## src/rtl/flow_cpu_pkg.sv

```systemverilog
// Shared constants and types for the 5-stage flow CPU: datapath defaults,
// exception codes, ALU opcodes and EX/MEM gating helpers.
package flow_cpu_pkg;

  localparam int DW_DEF = 32;
  localparam int RW_DEF = 5;

  localparam logic [4:0] EXC_OV = 5'h0C;

  // ALU operation codes shared by ID decode and the ALU
  localparam logic [3:0] ALUC_ADDU = 4'h0;
  localparam logic [3:0] ALUC_ADD  = 4'h1;
  localparam logic [3:0] ALUC_SUBU = 4'h2;
  localparam logic [3:0] ALUC_SUB  = 4'h3;
  localparam logic [3:0] ALUC_AND  = 4'h4;
  localparam logic [3:0] ALUC_OR   = 4'h5;
  localparam logic [3:0] ALUC_XOR  = 4'h6;
  localparam logic [3:0] ALUC_NOR  = 4'h7;
  localparam logic [3:0] ALUC_SLT  = 4'h8;
  localparam logic [3:0] ALUC_SLTU = 4'h9;
  localparam logic [3:0] ALUC_SLL  = 4'hA;
  localparam logic [3:0] ALUC_SRL  = 4'hB;
  localparam logic [3:0] ALUC_SRA  = 4'hC;
  localparam logic [3:0] ALUC_LUI  = 4'hD;
  localparam logic [3:0] ALUC_MOVZ = 4'hE;
  localparam logic [3:0] ALUC_MOVN = 4'hF;

  typedef enum logic {
    TRAP_IDLE = 1'b0,
    TRAP_PEND = 1'b1
  } trap_state_e;

  // Register write survives only for a live slot whose move condition held
  // and whose arithmetic did not overflow.
  function automatic logic f_rf_we(input logic valid, input logic we,
                                   input logic not_move, input logic ovf);
    return valid & we & ~not_move & ~ovf;
  endfunction

  function automatic logic f_mem_strobe(input logic valid, input logic strobe,
                                        input logic ovf);
    return valid & strobe & ~ovf;
  endfunction

endpackage

```

## src/rtl/ex_mem_stage_reg.sv

```systemverilog
// EX/MEM pipeline register with write/strobe gating and MEM->EX forwarding.
// Define ALU_OVF_TRAP_EN to add the overflow trap FSM and exc_* ports.
module ex_mem_stage_reg
  import flow_cpu_pkg::*;
#(
  parameter int DW = DW_DEF,
  parameter int RW = RW_DEF
) (
  input  logic          clk,
  input  logic          rst,
  input  logic          stall,
  input  logic          flush,
  input  logic          ex_valid,
  input  logic [DW-1:0] ex_pc,
  input  logic [DW-1:0] ex_alu_r,
  input  logic          ex_zero,
  input  logic          ex_not_move,
  input  logic          ex_overflow,
  input  logic          ex_rf_w,
  input  logic [RW-1:0] ex_rf_dst,
  input  logic          ex_mem_r,
  input  logic          ex_mem_w,
  input  logic [DW-1:0] ex_store_data,
  output logic          mem_valid,
  output logic [DW-1:0] mem_pc,
  output logic [DW-1:0] mem_alu_r,
  output logic          mem_zero,
  output logic          mem_rf_w,
  output logic [RW-1:0] mem_rf_dst,
  output logic          mem_mem_r,
  output logic          mem_mem_w,
  output logic [DW-1:0] mem_store_data,
  output logic          fwd_en,
  output logic [RW-1:0] fwd_dst,
  output logic [DW-1:0] fwd_data
`ifdef ALU_OVF_TRAP_EN
  ,
  input  logic          exc_ack,
  output logic          exc_req,
  output logic [DW-1:0] exc_epc,
  output logic [4:0]    exc_code
`endif
);

  logic          r_valid;
  logic [DW-1:0] r_pc;
  logic [DW-1:0] r_alu_r;
  logic          r_zero;
  logic          r_rf_w;
  logic [RW-1:0] r_rf_dst;
  logic          r_mem_r;
  logic          r_mem_w;
  logic [DW-1:0] r_store_data;

  logic w_load;
  logic w_squash;
  logic w_slot_live;

  assign w_load      = ~flush & ~stall;
  assign w_slot_live = ex_valid & ~w_squash;

`ifdef ALU_OVF_TRAP_EN
  trap_state_e   r_state;
  trap_state_e   w_state_nxt;
  logic          w_trap_take;
  logic          w_exc_req;
  logic [DW-1:0] r_exc_epc;
  logic [4:0]    r_exc_code;

  // The faulting slot and everything younger than it retire as bubbles
  // until CP0 acknowledges the exception.
  assign w_squash    = (r_state == TRAP_PEND) | (ex_valid & ex_overflow);
  assign w_trap_take = w_load & ex_valid & ex_overflow & (r_state == TRAP_IDLE);

  always_ff @(posedge clk) begin
    if (rst) r_state <= TRAP_IDLE;
    else     r_state <= w_state_nxt;
  end

  always_comb begin
    w_state_nxt = r_state;
    case (r_state)
      TRAP_IDLE: if (w_trap_take) w_state_nxt = TRAP_PEND;
      TRAP_PEND: if (exc_ack)     w_state_nxt = TRAP_IDLE;
      default:                    w_state_nxt = TRAP_IDLE;
    endcase
  end

  always_comb begin
    w_exc_req = 1'b0;
    if (r_state == TRAP_PEND) w_exc_req = 1'b1;
  end

  always_ff @(posedge clk) begin
    if (rst) begin
      r_exc_epc  <= '0;
      r_exc_code <= '0;
    end else if (w_trap_take) begin
      r_exc_epc  <= ex_pc;
      r_exc_code <= EXC_OV;
    end
  end

  assign exc_req  = w_exc_req;
  assign exc_epc  = r_exc_epc;
  assign exc_code = r_exc_code;
`else
  assign w_squash = 1'b0;
`endif

  // EX -> MEM boundary
  always_ff @(posedge clk) begin
    if (rst) begin
      r_valid      <= 1'b0;
      r_pc         <= '0;
      r_alu_r      <= '0;
      r_zero       <= 1'b0;
      r_rf_w       <= 1'b0;
      r_rf_dst     <= '0;
      r_mem_r      <= 1'b0;
      r_mem_w      <= 1'b0;
      r_store_data <= '0;
    end else if (flush) begin
      r_valid <= 1'b0;
      r_rf_w  <= 1'b0;
      r_mem_r <= 1'b0;
      r_mem_w <= 1'b0;
    end else if (w_load) begin
      r_valid      <= w_slot_live;
      r_pc         <= ex_pc;
      r_alu_r      <= ex_alu_r;
      r_zero       <= ex_zero;
      r_rf_w       <= f_rf_we(w_slot_live, ex_rf_w, ex_not_move, ex_overflow);
      r_rf_dst     <= ex_rf_dst;
      r_mem_r      <= f_mem_strobe(w_slot_live, ex_mem_r, ex_overflow);
      r_mem_w      <= f_mem_strobe(w_slot_live, ex_mem_w, ex_overflow);
      r_store_data <= ex_store_data;
    end
  end

  assign mem_valid      = r_valid;
  assign mem_pc         = r_pc;
  assign mem_alu_r      = r_alu_r;
  assign mem_zero       = r_zero;
  assign mem_rf_w       = r_rf_w;
  assign mem_rf_dst     = r_rf_dst;
  assign mem_mem_r      = r_mem_r;
  assign mem_mem_w      = r_mem_w;
  assign mem_store_data = r_store_data;

  // Loads are not forwarded from here: their data only exists after MEM.
  assign fwd_en   = r_valid & r_rf_w & ~r_mem_r & (r_rf_dst != '0);
  assign fwd_dst  = r_rf_dst;
  assign fwd_data = r_alu_r;

endmodule

```

## config.mk

```make
export PLATFORM = sky130hd
export DESIGN_NAME = ex_mem_stage_reg
export DESIGN_NICKNAME = d
export VERILOG_FILES = /design/src/rtl/flow_cpu_pkg.sv /design/src/rtl/ex_mem_stage_reg.sv
export SDC_FILE = /design/constraint.sdc
export NUM_CORES = 1
export LEC_CHECK = 0
export CORE_MARGIN = 5
export CORE_UTILIZATION = 36
export CTS_CLUSTER_SIZE = 40
export DETAILED_ROUTE_END_ITERATION = 16
export PLACE_DENSITY = 0.78
export SLEW_MARGIN = 25
export SYNTH_ARGS = -nofsm -noshare
export SYNTH_HDL_FRONTEND = slang
export SYNTH_SLANG_ARGS = --single-unit
```

## constraint.sdc

```tcl
create_clock -name clk -period 0.9 [get_ports clk]
set_input_delay 0.18 -clock clk [delete_from_list [all_inputs] [get_ports clk]]
set_output_delay 0.18 -clock clk [all_outputs]
set_load 0.05 [all_outputs]
```

# Word-level counts from Yosys, hierarchy flattened
# Index checks and enable logic that the tools add are counted.
# word_totals
ff_bits	106
in_bits	112
out_inout_bits	144
wordCells	28
# classes
bitwise	16
reduce_logical	3
# ops
op	count
$and A1 B1 Y1	11
$not A1 Y1	5
$reduce_bool A5 Y1	1
$reduce_and A2 Y1	1
$reduce_or A2 Y1	1

# Longest topological paths before layout
# Gate-level depths: netlist of the first run.
# depth
word_depth	3
mapped_depth	5
ltp_nobuf	2

# Worst setup path before layout of the first run
# No wires, ideal clock.
# synth_path
path_kind	register to output
startpoint	register r_rf_dst[4], in the netlist fwd_dst[4]
endpoint	output port fwd_en
arrival_time_ns	1.569
setup_slack_ns	-0.849
path_stages_with_launch	3
cell_sequence	dfxtp_1 -> nor3_1 -> a21oi_1
# synth_via
elab_chain_cells	2
# synth_rtl
item	line	source
start: declaration	ex_mem_stage_reg.sv:50	logic [RW-1:0] r_rf_dst;
start signal: assignment	ex_mem_stage_reg.sv:134	r_rf_dst <= ex_rf_dst;
$reduce_bool A5 Y1	ex_mem_stage_reg.sv:152	assign fwd_en = r_valid & r_rf_w & ~r_mem_r & (r_rf_dst != '0);
$and A1 B1 Y1	ex_mem_stage_reg.sv:152	
end: declaration	ex_mem_stage_reg.sv:33	output logic fwd_en,
# No other way between the ends.

# Worst setup path in the final report of the first run
# layout_path
startpoint	register r_mem_r, in the netlist mem_mem_r
endpoint	output port fwd_en
# layout_via
elab_chain_cells	3
# layout_rtl
item	line	source
start: declaration	ex_mem_stage_reg.sv:51	logic r_mem_r;
start signal: assignment	ex_mem_stage_reg.sv:135	r_mem_r <= f_mem_strobe(w_slot_live, ex_mem_r, ex_overflow);
$not A1 Y1	ex_mem_stage_reg.sv:152	
$and A1 B1 Y1 (2 in a row)	ex_mem_stage_reg.sv:152	
# No other way between the ends.

==> results of run 1 <==
[state kept, by name (all words and copies together), names as in the netlist]
register / cells
mem_mem_r: 1
mem_mem_w: 1
mem_pc: 32
mem_rf_w: 1
mem_store_data: 32
mem_valid: 1
fwd_data: 32
fwd_dst: 5
mem_zero: 1
[power groups by stage]
stage / Combinational, uW / Sequential, uW / Clock (uW)
2_1_floorplan: 1070 / 5810 / 0
3_3_place_gp: 3480 / 5230 / 0
3_5_place_dp: 3550 / 5250 / 0
4_1_cts: 3590 / 5140 / 4440
5_1_grt: 3750 / 5160 / 4660
6_report: 3600 / 5130 / 4330
[per-stage QoR]
step / utilization / setup slack (ns) / std cells / setup TNS, ns
after global routing: 0.7220 / -0.5480 / 927 / -25.53
after floorplan: - / -0.2027 / 522 / -6.049
final: 0.7220 / -0.5052 / 927 / -21.30
after global placement: 0.6849 / -0.3246 / 900 / -27.01
after detailed placement: 0.6849 / -0.3629 / 900 / -29.90
after CTS: 0.7171 / -0.5099 / 922 / -24.05
[repair_timing]
action                                  4_1_cts  5_1_grt
gates resized for setup                      16       11
buffers inserted                              7        8
cloned                                        0        0
endpoints found under the setup margin      144      150
pin swaps                                     1        2
[final cells by class]
cell class                 count  share of cell area
clock buffer                  13             0.03087
tap                          176             0.02322
timing repair buffer         308              0.4749
clock inverter                 3            0.004353
sequential                   106              0.2488
multi-input combinational    321              0.2179
[how the worst max path moves through the flow]
stage | to | depth (start not counted) | startpoint
2_1_floorplan | fwd_en | 2 | mem_mem_r
3_3_place_gp | mem_valid | 3 | ex_valid
3_5_place_dp | mem_store_data[19] | 3 | ex_store_data[19]
4_1_cts | fwd_en | 4 | fwd_dst[1]
5_1_grt | fwd_en | 3 | mem_mem_r
6_report | fwd_en | 3 | mem_mem_r
[cell usage in the layout (no fill, tap or decap)]
| cell | instances |
|---|---|
| nand3b_1 | 1 |
| inv_4 | 1 |
| dfxtp_2 | 64 |
| buf_4 | 42 |
| dlymetal6s2s_1 | 1 |
| clkbuf_16 | 11 |
| or3b_4 | 1 |
| a21oi_1 | 97 |
| or3b_1 | 102 |
| nor3_2 | 1 |
| a21oi_4 | 1 |
| clkbuf_1 | 1 |
| nor3_1 | 1 |
| a32o_1 | 3 |
| o21ai_0 | 85 |
| buf_8 | 1 |
| nor2b_1 | 1 |
| clkinv_2 | 1 |
| a21oi_2 | 5 |
| bufinv_16 | 1 |
| nor2_1 | 2 |
| o21ai_1 | 18 |
| nor4b_2 | 1 |
| clkbuf_8 | 1 |
| buf_6 | 6 |
| clkdlybuf4s50_1 | 107 |
| dfxtp_4 | 42 |
| nor3b_2 | 1 |
| a21boi_1 | 1 |
| buf_12 | 151 |
[kinds of logic after synthesis]
logic type             count (synthesis)  synth area share
and+or+nand+nor                      111            0.1982
DFF                                  106            0.4428
buffers and inverters                 95            0.1360
AOI/OAI and AO/OA                    210            0.2230
[worst max-delay path, cell delays in order, from the launching register on]
cell      delay (ns)
dfxtp_4         0.34
nand3b_1        0.20
a21oi_4         0.16
buf_8           0.16
[metal layers]
metal | wire length [um] | part of all wire | GRT usage
met1 | 5988 | 0.36 | 0.2144
met2 | 8947 | 0.54 | 0.3746
met3 | 1108 | 0.067 | 0.05714
met4 | 433 | 0.026 | 0.08673
met5 | 0 | 0 | 0
==> summary.txt, run 1 <==
Status
  – Status: finished with violations
  – Failing checks: negative setup slack

Floorplan
  – Die Wd: 125.4 um
  – Core Area: 13140 um^2
  – Die height: 125.4 um
  – Row count: 42
  – DIE AREA: 15720 um^2
  – # IOs: 256
  – Starting Density: 0.3648

Placed design
  – Port Buffers: 255
  – Dpl hpwl: 12550 um
  – Dpl cell area: 8997 um^2
  – GPL Wtd Cong: 0.7698

Clock network
  – Clock Latency Late Sink: 0.34 ns
  – H-tree depth: 3
  – Num CTS Buffers: 9
  – Worst-path clk slew: 0.07 ns
  – CTS tree: done
  – Clock sinks: 106
  – CTS Root Buffer Type: clkbuf_16
  – Cts hold-fix bufs: 0
  – CTS max path bufs: 2

Logic synthesis
  – Top post-synthesis cells by area: dfxtp_1 (44%), or3b_1 (19%), a21oi_1 (11%), o21ai_0 (9.4%), buf_4 (5.8%)
  – Post-synth EDFFs: 0
  – Unique masters post-synth: 19
  – Number of synthesized register bits: 106
  – Avg Synthesized Cell Area: 9.180 um^2
  – Post-synth top area share: 0.4428
  – Most instantiated library cell after synthesis: dfxtp_1
  – Leading area contributor after synthesis: dfxtp_1
  – Post-Synthesis Cell Area: 4792 um^2
  – Post-synthesis instance total: 522
  – Post-synth ARST share: 0
  – Most frequent cells after synthesis: dfxtp_1 (106), a21oi_1 (103), or3b_1 (103), o21ai_0 (90), buf_4 (37)
  – Top FF cell, synth: dfxtp_1
  – YS warnings: 0
  – Syn_nets: 634
  – Sequential share of the synthesized area: 0.4428

Setup path
  – CP endpoint kind: output port
  – CP required: 0.72 ns
  – Flop2flop setup slack: 0 ns
  – Critical path type: register to output port
  – Crit start category: register
  – Worst r2r src: mem_pc[11]
  – WP data arrival: 1.23 ns
  – Register-to-Register Path Depth: 4
  – R2R Path End: mem_pc[11]
  – Crit path max fanout: 2

Min path
  – Hold path startpoint: rst
  – Min-Delay Path Depth: 2
  – Worst Hold End: fwd_dst[2]
  – Hold crit path type: input port to register

STA
  – Skew final: 0 ns
  – Slew Limit Fails: 0
  – Final hold violations: 0
  – Hold slack: 0.1036 ns
  – Max-slew headroom: 0.8206
  – # setup viols final: 146
  – Worst-Margin Slew: 0.2663 ns
  – Final Critical Period: 1.405 ns
  – PnR worst setup slack: -0.5052 ns
  – Final Cycle Share: 1.561
  – RSZ-0062 raised after global routing: true
  – Max Clock Freq: 0.7116 GHz

Global route
  – Initial antenna violation count: 0
  – Vias in the first global route: 4733
  – Tot GR Track Use: 0.2026
  – Pin count of the biggest net entering global routing: 53
  – GRT overflow: 0
  – Global-route wire length before repair: 25800 um

Power and ir drop
  – Net Sw Frac: 0.2870
  – Comb power frac: 0.275
  – Sw Pwr: 3749 uW
  – Sequential Power Share: 0.393
  – PwrDens: 1377 nW/um^2
  – Int Pwr: 9315 uW
  – Clock share of power: 0.332
  – PnR Total Power: 13060 uW
  – Worst-case vdd ir drop: 947.7 uV
  – Leakage power: 0.003537 uW

Detailed routing
  – Routed WL: 16480 um
  – DRT iter0 DRCs: 290
  – Vias per cell: 5.060
  – DRC violations left: 0
  – Pre-Repair DR Iteration Count: 4
  – WL per Instance: 17.78 um
  – Vias post-DR: 4691
  – Antenna Nets Post-Route: 0

Layout
  – Area of the multi-input gates: 2067 um^2
  – Sequential Area: 2360 um^2
  – FILL cells: 869
  – Antenna diode count: 0
  – Fraction of layout cells with a size suffix above 1: 0.4407
  – Final net count: 858
  – Post-route cell area: 9485 um^2
  – Area Growth Syn to Fin: 97.94%

Job
  – Max-Cap Viols: 0
(Power assumes the default switching activity.)
==> inputs of run 2 (changes only) <==
- ABC_AREA: not set -> 0
- ABC_CLOCK_PERIOD_IN_PS: not set -> 900
==> results of run 2 <==
No change in the layout: final DEF, timing and power equal those of run 1.
